`src/rtl/y86_pkg.sv`:
```
// Shared Y86-64 fetch definitions: icodes, FSM states and
// the instruction length decode reused by fetch and pc_update.
package y86_pkg;

  localparam int INSTR_BYTES = 10;

  localparam logic [3:0] I_HALT   = 4'h0;
  localparam logic [3:0] I_NOP    = 4'h1;
  localparam logic [3:0] I_RRMOVQ = 4'h2;
  localparam logic [3:0] I_IRMOVQ = 4'h3;
  localparam logic [3:0] I_RMMOVQ = 4'h4;
  localparam logic [3:0] I_MRMOVQ = 4'h5;
  localparam logic [3:0] I_OPQ    = 4'h6;
  localparam logic [3:0] I_JXX    = 4'h7;
  localparam logic [3:0] I_CALL   = 4'h8;
  localparam logic [3:0] I_RET    = 4'h9;
  localparam logic [3:0] I_PUSHQ  = 4'hA;
  localparam logic [3:0] I_POPQ   = 4'hB;

  typedef enum logic {
    S_IDLE,
    S_READ
  } fetch_state_e;

  // Byte count for an icode; unknown icodes are one byte long.
  function automatic logic [3:0] instr_len(
    input logic [3:0] icode
  );
    logic [3:0] len;
    case (icode)
      I_HALT, I_NOP, I_RET:            len = 4'd1;
      I_RRMOVQ, I_OPQ,
      I_PUSHQ, I_POPQ:                 len = 4'd2;
      I_JXX, I_CALL:                   len = 4'd9;
      I_IRMOVQ, I_RMMOVQ, I_MRMOVQ:    len = 4'(INSTR_BYTES);
      default:                         len = 4'd1;
    endcase
    return len;
  endfunction

endpackage

```
`src/rtl/instr_fetch_buffer_ram.sv`:
```
// Byte-wide instruction storage: one synchronous write port,
// one asynchronous read port (clk, wr_en/addr/data, rd_addr/data).
module instr_byte_ram #(
  parameter int MEM_DEPTH = 256,
  parameter int AW        = 8
) (
  input  logic          clk,
  input  logic          wr_en,
  input  logic [AW-1:0] wr_addr,
  input  logic [7:0]    wr_data,
  input  logic [AW-1:0] rd_addr,
  output logic [7:0]    rd_data
);

  logic [7:0] mem [MEM_DEPTH];

  // Out-of-range writes are dropped silently.
  always_ff @(posedge clk) begin
    if (wr_en && (32'(wr_addr) < MEM_DEPTH)) begin
      mem[wr_addr] <= wr_data;
    end
  end

  assign rd_data = (32'(rd_addr) < MEM_DEPTH) ? mem[rd_addr] : 8'h00;

endmodule

```
`src/rtl/instr_fetch_buffer.sv`:
```
// Multi-cycle fetch of up to INSTR_BYTES bytes into instr[0:79].
// Ports: clk, rst, load port (wr_*), req/PC in, busy/valid/instr/
// memory_error out. FETCH_SHORT_EN: stop after the icode's length.
module instr_fetch_buffer
  import y86_pkg::*;
#(
  parameter int MEM_DEPTH   = 256,
  parameter int AW          = 8,
  parameter int INSTR_BYTES = y86_pkg::INSTR_BYTES
) (
  input  logic          clk,
  input  logic          rst,
  input  logic          wr_en,
  input  logic [AW-1:0] wr_addr,
  input  logic [7:0]    wr_data,
  input  logic          req,
  input  logic [63:0]   PC,
  output logic          busy,
  output logic          valid,
  output logic [0:79]   instr,
  output logic          memory_error
);

  // Full 64-bit compare so huge PCs cannot wrap into range.
  localparam logic [63:0] PC_LIMIT = 64'(MEM_DEPTH - INSTR_BYTES);

  fetch_state_e  state_q, state_d;
  logic [AW-1:0] pc_q, pc_d;
  logic [3:0]    idx_q, idx_d;
  logic [0:79]   instr_q, instr_d;
  logic          err_q, err_d;
  logic          busy_q, busy_d;
  logic          valid_q, valid_d;
  logic [AW-1:0] rd_addr;
  logic [7:0]    rd_data;
  logic [3:0]    cur_len;

  instr_byte_ram #(
    .MEM_DEPTH (MEM_DEPTH),
    .AW        (AW)
  ) u_ram (
    .clk     (clk),
    .wr_en   (wr_en),
    .wr_addr (wr_addr),
    .wr_data (wr_data),
    .rd_addr (rd_addr),
    .rd_data (rd_data)
  );

  assign rd_addr = pc_q + AW'(idx_q);

`ifdef FETCH_SHORT_EN
  logic [3:0] len_q, len_d;

  // Length is known once byte 0 (icode in its high nibble) arrives.
  assign cur_len = (idx_q == 4'd0) ? instr_len(rd_data[7:4]) : len_q;
  assign len_d   = (state_q == S_READ) ? cur_len : len_q;

  always_ff @(posedge clk or posedge rst) begin
    if (rst) len_q <= 4'(INSTR_BYTES);
    else     len_q <= len_d;
  end
`else
  assign cur_len = 4'(INSTR_BYTES);
`endif

  always_comb begin
    state_d = state_q;
    pc_d    = pc_q;
    idx_d   = idx_q;
    instr_d = instr_q;
    err_d   = err_q;
    busy_d  = busy_q;
    valid_d = 1'b0;
    case (state_q)
      S_IDLE: begin
        if (req) begin
          instr_d = '0;
          if (PC > PC_LIMIT) begin
            err_d   = 1'b1;
            valid_d = 1'b1;
          end else begin
            err_d   = 1'b0;
            pc_d    = PC[AW-1:0];
            idx_d   = 4'd0;
            busy_d  = 1'b1;
            state_d = S_READ;
          end
        end
      end
      S_READ: begin
        instr_d[{idx_q, 3'b000} +: 8] = rd_data;
        idx_d = idx_q + 4'd1;
        if (idx_q == cur_len - 4'd1) begin
          idx_d   = 4'd0;
          valid_d = 1'b1;
          busy_d  = 1'b0;
          state_d = S_IDLE;
        end
      end
      default: state_d = S_IDLE;
    endcase
  end

  always_ff @(posedge clk or posedge rst) begin
    if (rst) begin
      state_q <= S_IDLE;
      pc_q    <= '0;
      idx_q   <= 4'd0;
      instr_q <= '0;
      err_q   <= 1'b0;
      busy_q  <= 1'b0;
      valid_q <= 1'b0;
    end else begin
      state_q <= state_d;
      pc_q    <= pc_d;
      idx_q   <= idx_d;
      instr_q <= instr_d;
      err_q   <= err_d;
      busy_q  <= busy_d;
      valid_q <= valid_d;
    end
  end

  assign busy         = busy_q;
  assign valid        = valid_q;
  assign instr        = instr_q;
  assign memory_error = err_q;

endmodule

```
`config.mk`:
```
export PLATFORM = sky130hd
export DESIGN_NAME = instr_fetch_buffer
export DESIGN_NICKNAME = d
export VERILOG_FILES = /design/src/rtl/y86_pkg.sv /design/src/rtl/instr_fetch_buffer_ram.sv /design/src/rtl/instr_fetch_buffer.sv
export SDC_FILE = /design/constraint.sdc
export NUM_CORES = 2
export LEC_CHECK = 0
export BUFFER_PORTS_ARGS = -buffer_cell sky130_fd_sc_hd__buf_2
export CAP_MARGIN = 40
export CORE_ASPECT_RATIO = 2
export CORE_MARGIN = 5
export CORE_UTILIZATION = 45
export DETAILED_ROUTE_END_ITERATION = 10
export SLEW_MARGIN = 20
export SYNTH_ARGS = -nofsm -noshare
export SYNTH_HDL_FRONTEND = slang
export SYNTH_SLANG_ARGS = --single-unit
```
`constraint.sdc`:
```
create_clock -name clk -period 4.14 [get_ports clk]
set_input_delay 0.414 -clock clk [delete_from_list [all_inputs] [get_ports clk]]
set_output_delay 0.414 -clock clk [all_outputs]
set_load 0.01 [all_outputs]
```
==> summary.txt <==
Synthesis
  – Register area share after synthesis: 0.7640
  – Synth top area cells: edfxtp_1, mux4_2, dfrtp_1, nor2_1, nand3_1
  – Synth top area share: 0.7352
  – Leading area contributor after synthesis: edfxtp_1
  – Flops & latches, synth: 2144
  – Most frequent cell after synthesis: edfxtp_1
  – Ys flop type: edfxtp_1
  – Cells after Synth: 4079
  – Synth top cells by count: edfxtp_1, mux4_2, nor2_1, nand3_1, nand2_1
  – Avg Inst Size Synth: 20.51 um2
  – Post-synth EDFFs: 2048
  – Ys Warns: 0
  – Asr flop ratio synth: 0.04478
  – Mapped Nets: 4170
  – Syn Std Cell Area: 0.08364 mm2
  – Count of cell types in the netlist: 69

CTS
  – Clock tree buffer depth: 4
  – CTS tree: yes
  – H-tree levels: 4
  – Reg clk slew, reported paths: 0.07 ns
  – Worst-Skew Late Latency: 0.81 ns
  – Inserted Clock Buffers: 180
  – Root Buffer: clkbuf_16
  – CTS Sinks: 2144

Critical path
  – Critical path, cell by cell: ha_4, inv_1, fa_4, buf_12, buf_4, mux4_2, a221o_1, o21ai_0, buf_4, a21oi_1, buf_4, a211oi_4, buf_12, o221ai_1
  – Worst path required time: 4.81 ns
  – CP arrival: 4.72 ns
  – WS Path Type: register to register
  – WP buf/inv: 6
  – Crit path largest cell delay: 0.85 ns
  – Largest fanout on the critical path: 12
  – CP Launch Type: register
  – Slowest-stage cell, CP: fa_4
  – Crit path capture type: register
  – Most used cell, CP: buf_4
  – Top Family by Delay on Critical Path: compound AO/OA/AOI/OAI gates

Floorplanning
  – Die height: 619.7 um
  – Die area: 0.1951 mm2
  – Core area: 0.1847 mm2
  – Initial Utilization: 0.4528
  – Num rows: 223
  – Ports: 167
  – Die W: 314.9 um

Placed design
  – Post-DP Area: 0.09129 mm2
  – DP Wirelength: 156000 um
  – I/O Buffers: 166
  – GPL Wtd Cong: 0.8611

GRT
  – Total GRT Usage: 0.2325
  – Initial antenna violation count: 7
  – Vias in the first global route: 45140
  – Final global-route overflow total: 0
  – Global-route wire length before repair: 326600 um
  – Largest net degree at the start of global routing: 140

Route
  – Drt total wl: 229200 um
  – Mean number of vias per cell: 5.938
  – Drt wl/cell: 31.33 um
  – Drt first pass iters: 6
  – DRC viols: 0
  – Number of DRC markers in iteration 0: 4232
  – Detail Route Antenna Nets: 0
  – Vias: 43440

STA
  – RSZ-0062 raised after global routing: false
  – Max Clk Rate: 246.7 MHz
  – Final Max Slew Viols: 0
  – Slew of the pin with the lowest slew margin: 1.158 ns
  – Final hold vios: 0
  – Number of setup violations in the final report: 0
  – Final setup skew: 0.02213 ns
  – Min Hold Slack: 0.06015 ns
  – Minimum clock period: 4.054 ns
  – Final Cycle Share: 0.9792
  – Slew HR: 0.2280

Layout
  – Layout area overhead: 15.99%
  – Cell area after layout: 0.09702 mm2
  – Share of cells above drive strength 1: 0.3066
  – Layout net count: 4797

Worst hold path
  – HP Class: input port to register

Power and ir drop
  – Max VDD drop: 0.0003036 V
  – Leak: 31.35 nW
  – Final Power: 40.49 mW
  – P per Cell Area: 417.4 mW/mm2

Run status
  – Status: finished clean

Job
  – Max Cap Violations: 0
## cell families after synthesis
logic type / after synthesis / synth area share
simple gates: 716 / 0.03871
xor+xnor: 11 / 0.001376
compound gates: 359 / 0.03479
buf+inv: 283 / 0.01577
fa+ha+maj: 7 / 0.001137
flops: 2144 / 0.7640
mux: 559 / 0.1442
## worst reg2reg max path, stage by stage (launching register included)
cell and delay, ns:
dfrtp_1 0.40, ha_4 0.16, inv_1 0.06, fa_4 0.85, buf_12 0.16, buf_4 0.27, mux4_2 0.40, a221o_1 0.36
o21ai_0 0.24, buf_4 0.19, a21oi_1 0.07, buf_4 0.18, a211oi_4 0.26, buf_12 0.18, o221ai_1 0.14
## cell usage in the layout, fill, tap and decap left out, types with 8 or more instances in the layout
cell type,n
o22ai_1,13
or3_1,8
nand2_1,133
and3_1,38
nor2_1,298
buf_8,9
dfrtp_1,96
nand4_1,22
nor4_1,15
edfxtp_1,2048
o21ai_0,13
mux2_2,11
clkinv_1,29
inv_1,25
clkbuf_1,57
a32oi_1,9
mux4_2,516
clkinv_2,28
o221ai_1,72
o211ai_1,11
a31oi_1,10
a21oi_1,18
buf_2,158
nor2b_1,13
clkbuf_16,185
mux2i_1,32
a221oi_1,66
a22o_1,9
dlygate4sd3_1,10
a22oi_1,89
buf_4,435
buf_12,79
a221o_1,9
nand3_1,163
## through the flow
stage          setup TNS (ns)  setup slack (ns)    util  std cells
2_1_floorplan               0            0.6874       -       4079
6_report                    0           0.08608  0.5252       7315
3_3_place_gp       -0.0006577        -0.0006577  0.4927       6932
3_5_place_dp          -0.5838          -0.07815  0.4942       6961
5_1_grt                     0         0.0009659  0.5252       7309
4_1_cts                     0          0.001941  0.5238       7283
## metal layers
metal / share of wire / GRT usage
met5: 0.000048 / 0
met4: 0.067 / 0.1283
met3: 0.050 / 0.02733
met2: 0.54 / 0.4323
met1: 0.34 / 0.2579
## final timing paths
kind / start / end / slack, ns / cells past startpoint
min: wr_data[3] / u_ram.mem[14][3] / 0.06 / 1
min in group asynchronous: rst / instr[73] / 0.12 / 3
max: idx_q[0] / instr[25] / 0.09 / 14
min reg2reg: busy / busy / 0.47 / 2
max in group asynchronous: rst / instr[44] / 3.02 / 5
max reg2reg: idx_q[0] / instr[25] / 0.09 / 14
## repair_timing
| item | in CTS | in global routing |
|---|---|---|
| pin swaps | 1 | 3 |
| setup endpoints to repair | 25 | 49 |
| hold endpoints to repair | 59 | 0 |
| hold buffers | 10 | 0 |
| gates resized for setup | 1 | 9 |
| buffers inserted | 3 | 6 |
## state kept, by name, indices dropped and copies added, names as in the netlist
| register | count |
|---|---|
| busy | 1 |
| instr | 80 |
| idx_q | 4 |
| valid | 1 |
| memory_error | 1 |
| state_q | 1 |
| u_ram.mem | 2048 |
| pc_q | 8 |
## power breakdown
group	leakage [nW]	switching [mW]	internal (mW)
clock network	2.61	7.43	8.63
registers	19.7	0.00993	23.8
logic	9.01	0.528	0.112
## area by class of cell
type	instances	area, um2
clock buffers	242	4843
diodes	7	17.52
fillers	14540	87690
inverters	28	106.4
flip-flops and latches	2144	63900
multi-input cells	1652	18550
well taps	2475	3097
repair buffers	700	6017
clock inverters	67	488.0
Power figures use the tool's default switching activity.
